$ cat src/rtl/seg7_mux_capture_if.sv
// Bundle of the multiplexed display bus, control inputs and the recovered frame outputs
// shared by the capture block and whatever drives or observes it.
interface seg7_mux_capture_if #(
    parameter int NUM_DIGITS = 4
);
    logic                      ena;
    logic                      clr_err;
    logic [6:0]                seg_in;
    logic [NUM_DIGITS-1:0]     dig_sel;
    logic [4*NUM_DIGITS-1:0]   digits_out;
    logic                      frame_strobe;
    logic                      frame_valid;
    logic                      err_pattern;
    logic                      err_select;

    modport master (
        output ena, clr_err, seg_in, dig_sel,
        input  digits_out, frame_strobe, frame_valid, err_pattern, err_select
    );

    modport slave (
        input  ena, clr_err, seg_in, dig_sel,
        output digits_out, frame_strobe, frame_valid, err_pattern, err_select
    );
endinterface

$ cat src/rtl/seg7_mux_capture.sv
// Readback of a multiplexed seven-segment display: debounces each digit slot,
// decodes glyphs back to 4-bit codes and publishes complete frames.
module seg7_mux_capture #(
    parameter int NUM_DIGITS    = 4,
    parameter int STABLE_CYCLES = 4
) (
    input  logic               clk,
    input  logic               rst_n,
    seg7_mux_capture_if.slave  bus
);
    typedef enum logic [1:0] {
        RUN_IDLE,
        RUN_COUNTING,
        RUN_CAPTURED
    } run_state_t;

    localparam logic [7:0]            STABLE   = 8'(STABLE_CYCLES);
    localparam logic [NUM_DIGITS-1:0] ALL_SEEN = '1;
    localparam logic [NUM_DIGITS-1:0] SEL_ONE  = NUM_DIGITS'(1);

    run_state_t                run_state_q, run_state_d;
    logic [7:0]                run_cnt_q, run_cnt_d;
    logic [6:0]                prev_seg_q, prev_seg_d;
    logic [NUM_DIGITS-1:0]     prev_sel_q, prev_sel_d;
    logic                      capture;

    logic [NUM_DIGITS-1:0]     seen_q, seen_d;
    logic [4*NUM_DIGITS-1:0]   partial_q, partial_d;
    logic [4*NUM_DIGITS-1:0]   digits_q, digits_d;
    logic                      strobe_q, strobe_d;
    logic                      valid_q, valid_d;
    logic                      err_pat_q, err_pat_d;
    logic                      err_sel_q, err_sel_d;

    logic                      publish;
    logic                      sel_onehot;
    logic                      sel_multi;
    logic                      set_pat;
    logic                      set_sel;
    logic [4:0]                glyph;

    // Returns {illegal, code}; a blank digit reads back as F.
    function automatic logic [4:0] decode_glyph(input logic [6:0] pat);
        logic [4:0] r;
        case (pat)
            7'h3F:   r = 5'h00;
            7'h06:   r = 5'h01;
            7'h5B:   r = 5'h02;
            7'h4F:   r = 5'h03;
            7'h66:   r = 5'h04;
            7'h6D:   r = 5'h05;
            7'h7D:   r = 5'h06;
            7'h07:   r = 5'h07;
            7'h7F:   r = 5'h08;
            7'h6F:   r = 5'h09;
            7'h00:   r = 5'h0F;
            default: r = 5'h1E;
        endcase
        return r;
    endfunction

    // Run tracker: one capture per stable run, fired on the edge the count saturates.
    always_comb begin
        run_state_d = run_state_q;
        run_cnt_d   = run_cnt_q;
        prev_seg_d  = prev_seg_q;
        prev_sel_d  = prev_sel_q;
        capture     = 1'b0;
        if (bus.ena) begin
            if (bus.seg_in == prev_seg_q && bus.dig_sel == prev_sel_q) begin
                if (run_state_q != RUN_CAPTURED) begin
                    run_cnt_d = run_cnt_q + 8'd1;
                    if (run_cnt_d == STABLE) begin
                        run_state_d = RUN_CAPTURED;
                        capture     = 1'b1;
                    end else begin
                        run_state_d = RUN_COUNTING;
                    end
                end
            end else begin
                run_cnt_d   = 8'd1;
                prev_seg_d  = bus.seg_in;
                prev_sel_d  = bus.dig_sel;
                run_state_d = RUN_COUNTING;
            end
        end
    end

    // Frame assembly: a full seen mask is published one edge after it fills.
    always_comb begin
        sel_onehot = (bus.dig_sel != '0) && ((bus.dig_sel & (bus.dig_sel - SEL_ONE)) == '0);
        sel_multi  = (bus.dig_sel != '0) && !sel_onehot;
        glyph      = decode_glyph(bus.seg_in);
        publish    = bus.ena && (seen_q == ALL_SEEN);
        seen_d     = publish ? '0 : seen_q;
        partial_d  = partial_q;
        digits_d   = publish ? partial_q : digits_q;
        strobe_d   = publish;
        valid_d    = valid_q | publish;
        set_pat    = 1'b0;
        set_sel    = 1'b0;
        if (capture) begin
            if (sel_onehot) begin
                for (int i = 0; i < NUM_DIGITS; i++) begin
                    if (bus.dig_sel[i]) begin
                        partial_d[i*4 +: 4] = glyph[3:0];
                        seen_d[i]           = 1'b1;
                    end
                end
                set_pat = glyph[4];
            end else if (sel_multi) begin
                set_sel = 1'b1;
            end
        end
        // A new error outranks a simultaneous clear.
        err_pat_d = set_pat ? 1'b1 : (bus.clr_err ? 1'b0 : err_pat_q);
        err_sel_d = set_sel ? 1'b1 : (bus.clr_err ? 1'b0 : err_sel_q);
    end

    always_ff @(posedge clk) begin
        if (!rst_n) begin
            run_state_q <= RUN_IDLE;
            run_cnt_q   <= '0;
            prev_seg_q  <= '0;
            prev_sel_q  <= '0;
            seen_q      <= '0;
            partial_q   <= '0;
            digits_q    <= '0;
            strobe_q    <= 1'b0;
            valid_q     <= 1'b0;
            err_pat_q   <= 1'b0;
            err_sel_q   <= 1'b0;
        end else begin
            run_state_q <= run_state_d;
            run_cnt_q   <= run_cnt_d;
            prev_seg_q  <= prev_seg_d;
            prev_sel_q  <= prev_sel_d;
            seen_q      <= seen_d;
            partial_q   <= partial_d;
            digits_q    <= digits_d;
            strobe_q    <= strobe_d;
            valid_q     <= valid_d;
            err_pat_q   <= err_pat_d;
            err_sel_q   <= err_sel_d;
        end
    end

    assign bus.digits_out   = digits_q;
    assign bus.frame_strobe = strobe_q;
    assign bus.frame_valid  = valid_q;
    assign bus.err_pattern  = err_pat_q;
    assign bus.err_select   = err_sel_q;
endmodule

$ cat src/flat_wrapper.sv
// flat-port wrapper written by rule: the top's interface ports become plain ports
module seg7_mux_capture_flat 
#(
    parameter int NUM_DIGITS    = 4,
    parameter int STABLE_CYCLES = 4
)
  (clk, rst_n, bus_ena, bus_clr_err, bus_seg_in, bus_dig_sel, bus_digits_out, bus_frame_strobe, bus_frame_valid, bus_err_pattern, bus_err_select);
  seg7_mux_capture_if #(.NUM_DIGITS(NUM_DIGITS)) bus_i ();
  input  logic clk;
  input  logic rst_n;
  input wire logic [$bits(bus_i.ena)-1:0] bus_ena;
  input wire logic [$bits(bus_i.clr_err)-1:0] bus_clr_err;
  input wire logic [$bits(bus_i.seg_in)-1:0] bus_seg_in;
  input wire logic [$bits(bus_i.dig_sel)-1:0] bus_dig_sel;
  output wire logic [$bits(bus_i.digits_out)-1:0] bus_digits_out;
  output wire logic [$bits(bus_i.frame_strobe)-1:0] bus_frame_strobe;
  output wire logic [$bits(bus_i.frame_valid)-1:0] bus_frame_valid;
  output wire logic [$bits(bus_i.err_pattern)-1:0] bus_err_pattern;
  output wire logic [$bits(bus_i.err_select)-1:0] bus_err_select;
  assign bus_i.ena = bus_ena;
  assign bus_i.clr_err = bus_clr_err;
  assign bus_i.seg_in = bus_seg_in;
  assign bus_i.dig_sel = bus_dig_sel;
  assign bus_digits_out = bus_i.digits_out;
  assign bus_frame_strobe = bus_i.frame_strobe;
  assign bus_frame_valid = bus_i.frame_valid;
  assign bus_err_pattern = bus_i.err_pattern;
  assign bus_err_select = bus_i.err_select;
  seg7_mux_capture #(.NUM_DIGITS(NUM_DIGITS), .STABLE_CYCLES(STABLE_CYCLES)) u_core (.clk(clk), .rst_n(rst_n), .bus(bus_i));
endmodule
$ cat config.mk
export PLATFORM = sky130hd
export DESIGN_NAME = seg7_mux_capture_flat
export DESIGN_NICKNAME = d
export VERILOG_FILES = /design/src/rtl/seg7_mux_capture_if.sv /design/src/rtl/seg7_mux_capture.sv /design/src/flat_wrapper.sv
export SDC_FILE = /design/constraint.sdc
export NUM_CORES = 1
export LEC_CHECK = 0
export BUFFER_PORTS_ARGS = -buffer_cell sky130_fd_sc_hd__buf_2
export CORE_MARGIN = 2
export CORE_UTILIZATION = 47
export CTS_BUF_LIST = sky130_fd_sc_hd__clkbuf_8
export CTS_CLUSTER_SIZE = 40
export DETAILED_ROUTE_END_ITERATION = 12
export PLACE_DENSITY = 0.72
export SLEW_MARGIN = 20
export SYNTH_ARGS = -nofsm -noshare
export SYNTH_HDL_FRONTEND = slang
export SYNTH_SLANG_ARGS = --single-unit
$ cat constraint.sdc
create_clock -name clk -period 2.3 [get_ports clk]
set_clock_uncertainty 0.05 [all_clocks]
set_input_delay 0 -clock clk [delete_from_list [all_inputs] [get_ports clk]]
set_output_delay 0 -clock clk [all_outputs]
set_load 0.005 [all_outputs]
==> impl_metrics.sql <==
INSERT INTO impl_metrics (metric_group, metric, value, unit) VALUES
('status', 'run_status', 'finished clean', ''),
('worst_hold_path', 'hold_class', 'in -> reg', ''),
('sta', 'fin_setup_tns', '0', 'ns'),
('yosys', 'yosysSeqAreaShare', '42.5', '%'),
('global_route', 'global_route.usage.met2', '31.7', '%'),
('clocking', 'cts_tree', 'yes', ''),
('clocking', 'number_of_buffers_created_by_cts', '9', ''),
('sta', 'min_period', '2.03', 'ns'),
('global_route', 'track_usage', '19.9', '%'),
('clocking', 'post_cts_resized', '0', ''),
('floorplanning', 'top_level_ports', '35', ''),
('floorplanning', 'initial_core_utilization', '48.5', '%'),
('clocking', 'cts.sinks', '61', ''),
('final_layout', 'n_fill_cell', '515', ''),
('sta', 'drv_slew', '0', ''),
('critical_path', 'path_max_fanout', '7', ''),
('yosys', 'number_of_distinct_library_cells_after_synthesis', '54', ''),
('clocking', 'clk_transition_reported_paths', '0.07', 'ns'),
('final_layout', 'area_taken_by_flip_flops_and_latches', '0.00122', 'sq mm'),
('yosys', 'synthesis.area_per_instance', '9.01', 'sq um'),
('place', 'dp_hpwl', '4020', 'um'),
('yosys', 'synth-seq-cells', '61', ''),
('power', 'p_leak', '1.41', 'nW'),
('sta', 'number_of_hold_slack_violations_in_the_final_timing_report', '0', ''),
('final_layout', 'number_of_inserted_diodes', '0', ''),
('route', 'detail_route.drc_violations', '0', ''),
('route', 'first_pass_iters', '4', ''),
('yosys', 'syn_inst_count', '319', ''),
('global_route', 'antenna_found_initial', '0', ''),
('sta', 'worst_pin_slew', '0.774', 'ns'),
('sta', 'fmaxAchievable', '493', 'MHz'),
('route', 'drt_iter0_drc', '131', ''),
('place', 'gp_congestion', '0.795', ''),
('yosys', 'postSynth.topFlopCell', 'dfxtp_1', ''),
('final_layout', 'drive_above_1_share', '19.6', '%'),
('route', 'via_per_inst', '5.45', ''),
('clocking', 'post_cts.repair.setup_buffers', '0', ''),
('yosys', 'synthTopCellsByCount', '61 x dfxtp_1, 57 x nand2_1, 30 x a21oi_1, 28 x mux2i_1, 18 x nor2_1', ''),
('sta', 'final-setup-viol-count', '0', ''),
('global_route', 'use_met3', '3.91', '%'),
('floorplanning', 'die_w', '82.2', 'um'),
('critical_path', 'critical_path.endpoint_type', 'flop', ''),
('route', 'final_antenna_net_count', '0', ''),
('yosys', 'synth.most_common_cell', 'dfxtp_1', ''),
('job', 'count_of_maximum_capacitance_violations', '0', ''),
('yosys', 'netlist.area_leader.share', '42.5', '%'),
('yosys', 'synthTopCellsByArea', 'dfxtp_1 42%, mux2i_1 9.8%, nand2_1 7.4%, a21oi_1 5.2%, xnor2_1 3.4%', ''),
('route', 'avgRoutedWirePerCell', '13.6', 'um'),
('final_layout', 'final_nets', '375', ''),
('global_route', 'grt-busiest-layer', 'met2', ''),
('floorplanning', 'core.rowCount', '28', ''),
('yosys', 'syn-cell-area', '0.00287', 'sq mm'),
('place', 'place.port_buffers', '34', ''),
('clocking', 'max-clock-path-buffers', '2', ''),
('critical_path', 'critPathKind', 'in -> reg', ''),
('final_layout', 'flow.area_growth_from_synthesis', '18.1', '%'),
('floorplanning', 'die_area', '0.00676', 'sq mm'),
('global_route', 'grt_pass1_vias', '2234', ''),
('floorplanning', 'chipHeight', '82.2', 'um'),
('floorplanning', 'core-area', '0.00592', 'sq mm'),
('global_route', 'grt_overflow_total', '0', ''),
('route', 'vias_post_dr', '2386', ''),
('sta', 'setup_repair_after_global_routing_missed_its_margin', 'false', ''),
('global_route', 'grt_pass1_wl', '10200', 'um'),
('clocking', 'insertion_delay', '0.34', 'ns'),
('yosys', 'async_flop_share', '0', '%'),
('critical_path', 'critPathLaunchType', 'input pin', ''),
('clocking', 'htree_levels', '3', ''),
('critical_path', 'wp_data_arrival', '2.19', 'ns'),
('power', 'peakVddDrop', '483', 'uV'),
('sta', 'slew-limit-headroom', '47.9', '%');
==> cells by family (layout without fill, tap and decap cells) <==
group           after synthesis  after routing  synth area share (%)
buf+inv                      25             69                  4.05
xor+xnor                     14             14                  4.79
flops                        61             61                  42.5
fa+ha+maj                     3              3                  1.22
mux                          28             28                  9.75
compound gates               58             58                  12.8
simple gates                130            130                  24.9
==> placed cells by master (no fill, tap or decap), types with 3 or more instances in the layout <==
cell type | Yosys | routed
clkbuf_8 | 0 | 9
or3_1 | 3 | 3
xnor2_1 | 11 | 11
nand2_1 | 57 | 57
mux2i_1 | 28 | 28
nand4b_1 | 3 | 3
nand3_1 | 8 | 8
a311oi_1 | 5 | 5
nand4_2 | 4 | 4
o21ai_1 | 3 | 3
dlygate4sd3_1 | 0 | 9
nand3b_1 | 6 | 6
o21ai_0 | 4 | 4
and3_1 | 5 | 5
buf_4 | 2 | 6
dfxtp_1 | 61 | 61
and2_1 | 3 | 3
inv_1 | 4 | 4
a21oi_1 | 30 | 30
nor2_1 | 18 | 18
nor3_1 | 3 | 3
o22ai_1 | 3 | 3
nand4_1 | 4 | 4
buf_2 | 6 | 34
==> path summary, 6_finish.rpt <==
kind,slack (ns),to,cells after the start,startpoint
worst max-delay path,0.27,u_core.partial_q[13]$_SDFFE_PN0P_,7,bus_seg_in[6]
worst min-delay path,0.01,u_core.prev_seg_q[4]$_SDFFE_PN0P_,3,bus_seg_in[4]
worst max register to register,0.28,u_core.partial_q[4]$_SDFFE_PN0P_,6,u_core.run_cnt_q[0]$_SDFFE_PN0P_
worst min register to register,0.40,u_core.bus.digits_out[5]$_SDFFE_PN0P_,2,u_core.bus.digits_out[5]$_SDFFE_PN0P_
==> layer usage <==
layer | vias up | wire, um
met3 | 16 | 213
met1 | 1112 | 2770
met2 | 46 | 2790
met4 | 0 | 180
met5 | - | 0
li1 | 1212 | -
==> worst max-delay path, stage by stage <==
cell           delay, ns
dlygate4sd3_1       0.53
buf_2               0.16
or4_1               0.59
o22ai_1             0.28
nor4_1              0.16
o31ai_4             0.35
mux2i_1             0.12
==> stage by stage <==
| stage | instances | hold slack (ns) | utilization (%) | total power [W] | worst slack, ns |
|---|---|---|---|---|---|
| floorplan | 319 | 0.0972 | - | 0.00122 | 0.477 |
| global placement | 413 | 0.236 | 52.0 | 0.00126 | 0.351 |
| detailed placement | 413 | 0.245 | 52.0 | 0.00126 | 0.302 |
| CTS | 438 | 0.00875 | 57.3 | 0.00233 | 0.284 |
| global route | 438 | 0.0478 | 57.3 | 0.00240 | 0.109 |
| finish | 438 | 0.0123 | 57.3 | 0.00231 | 0.273 |
==> state kept, by name (all words and copies together), names as in the netlist <==
signal                   cells
u_core.bus.digits_out       16
u_core.partial_q            16
u_core.run_cnt_q             8
u_core.prev_seg_q            7
u_core.prev_sel_q            4
u_core.seen_q                4
u_core.run_state_q           2
u_core.bus.err_pattern       1
u_core.bus.err_select        1
u_core.bus.frame_strobe      1
u_core.bus.frame_valid       1
==> area by class of cell <==
cell class	count	area share, %
clock buffers	9	3.65
multi-input cells	233	45.3
inverters	4	0.442
flip-flops and latches	61	36.0
repair buffers	49	8.99
well taps	75	2.76
clock inverters	7	2.91
==> where the power goes <==
group	internal, W	switching [W]	total [W]
Clock	0.000615	0.000451	0.00107
Combinational	0.0000716	0.0000947	0.000166
Sequential	0.00107	0.0000118	0.00108
Total	0.00176	0.000557	0.00231
No activity file was read; power rests on OpenSTA's default activity.
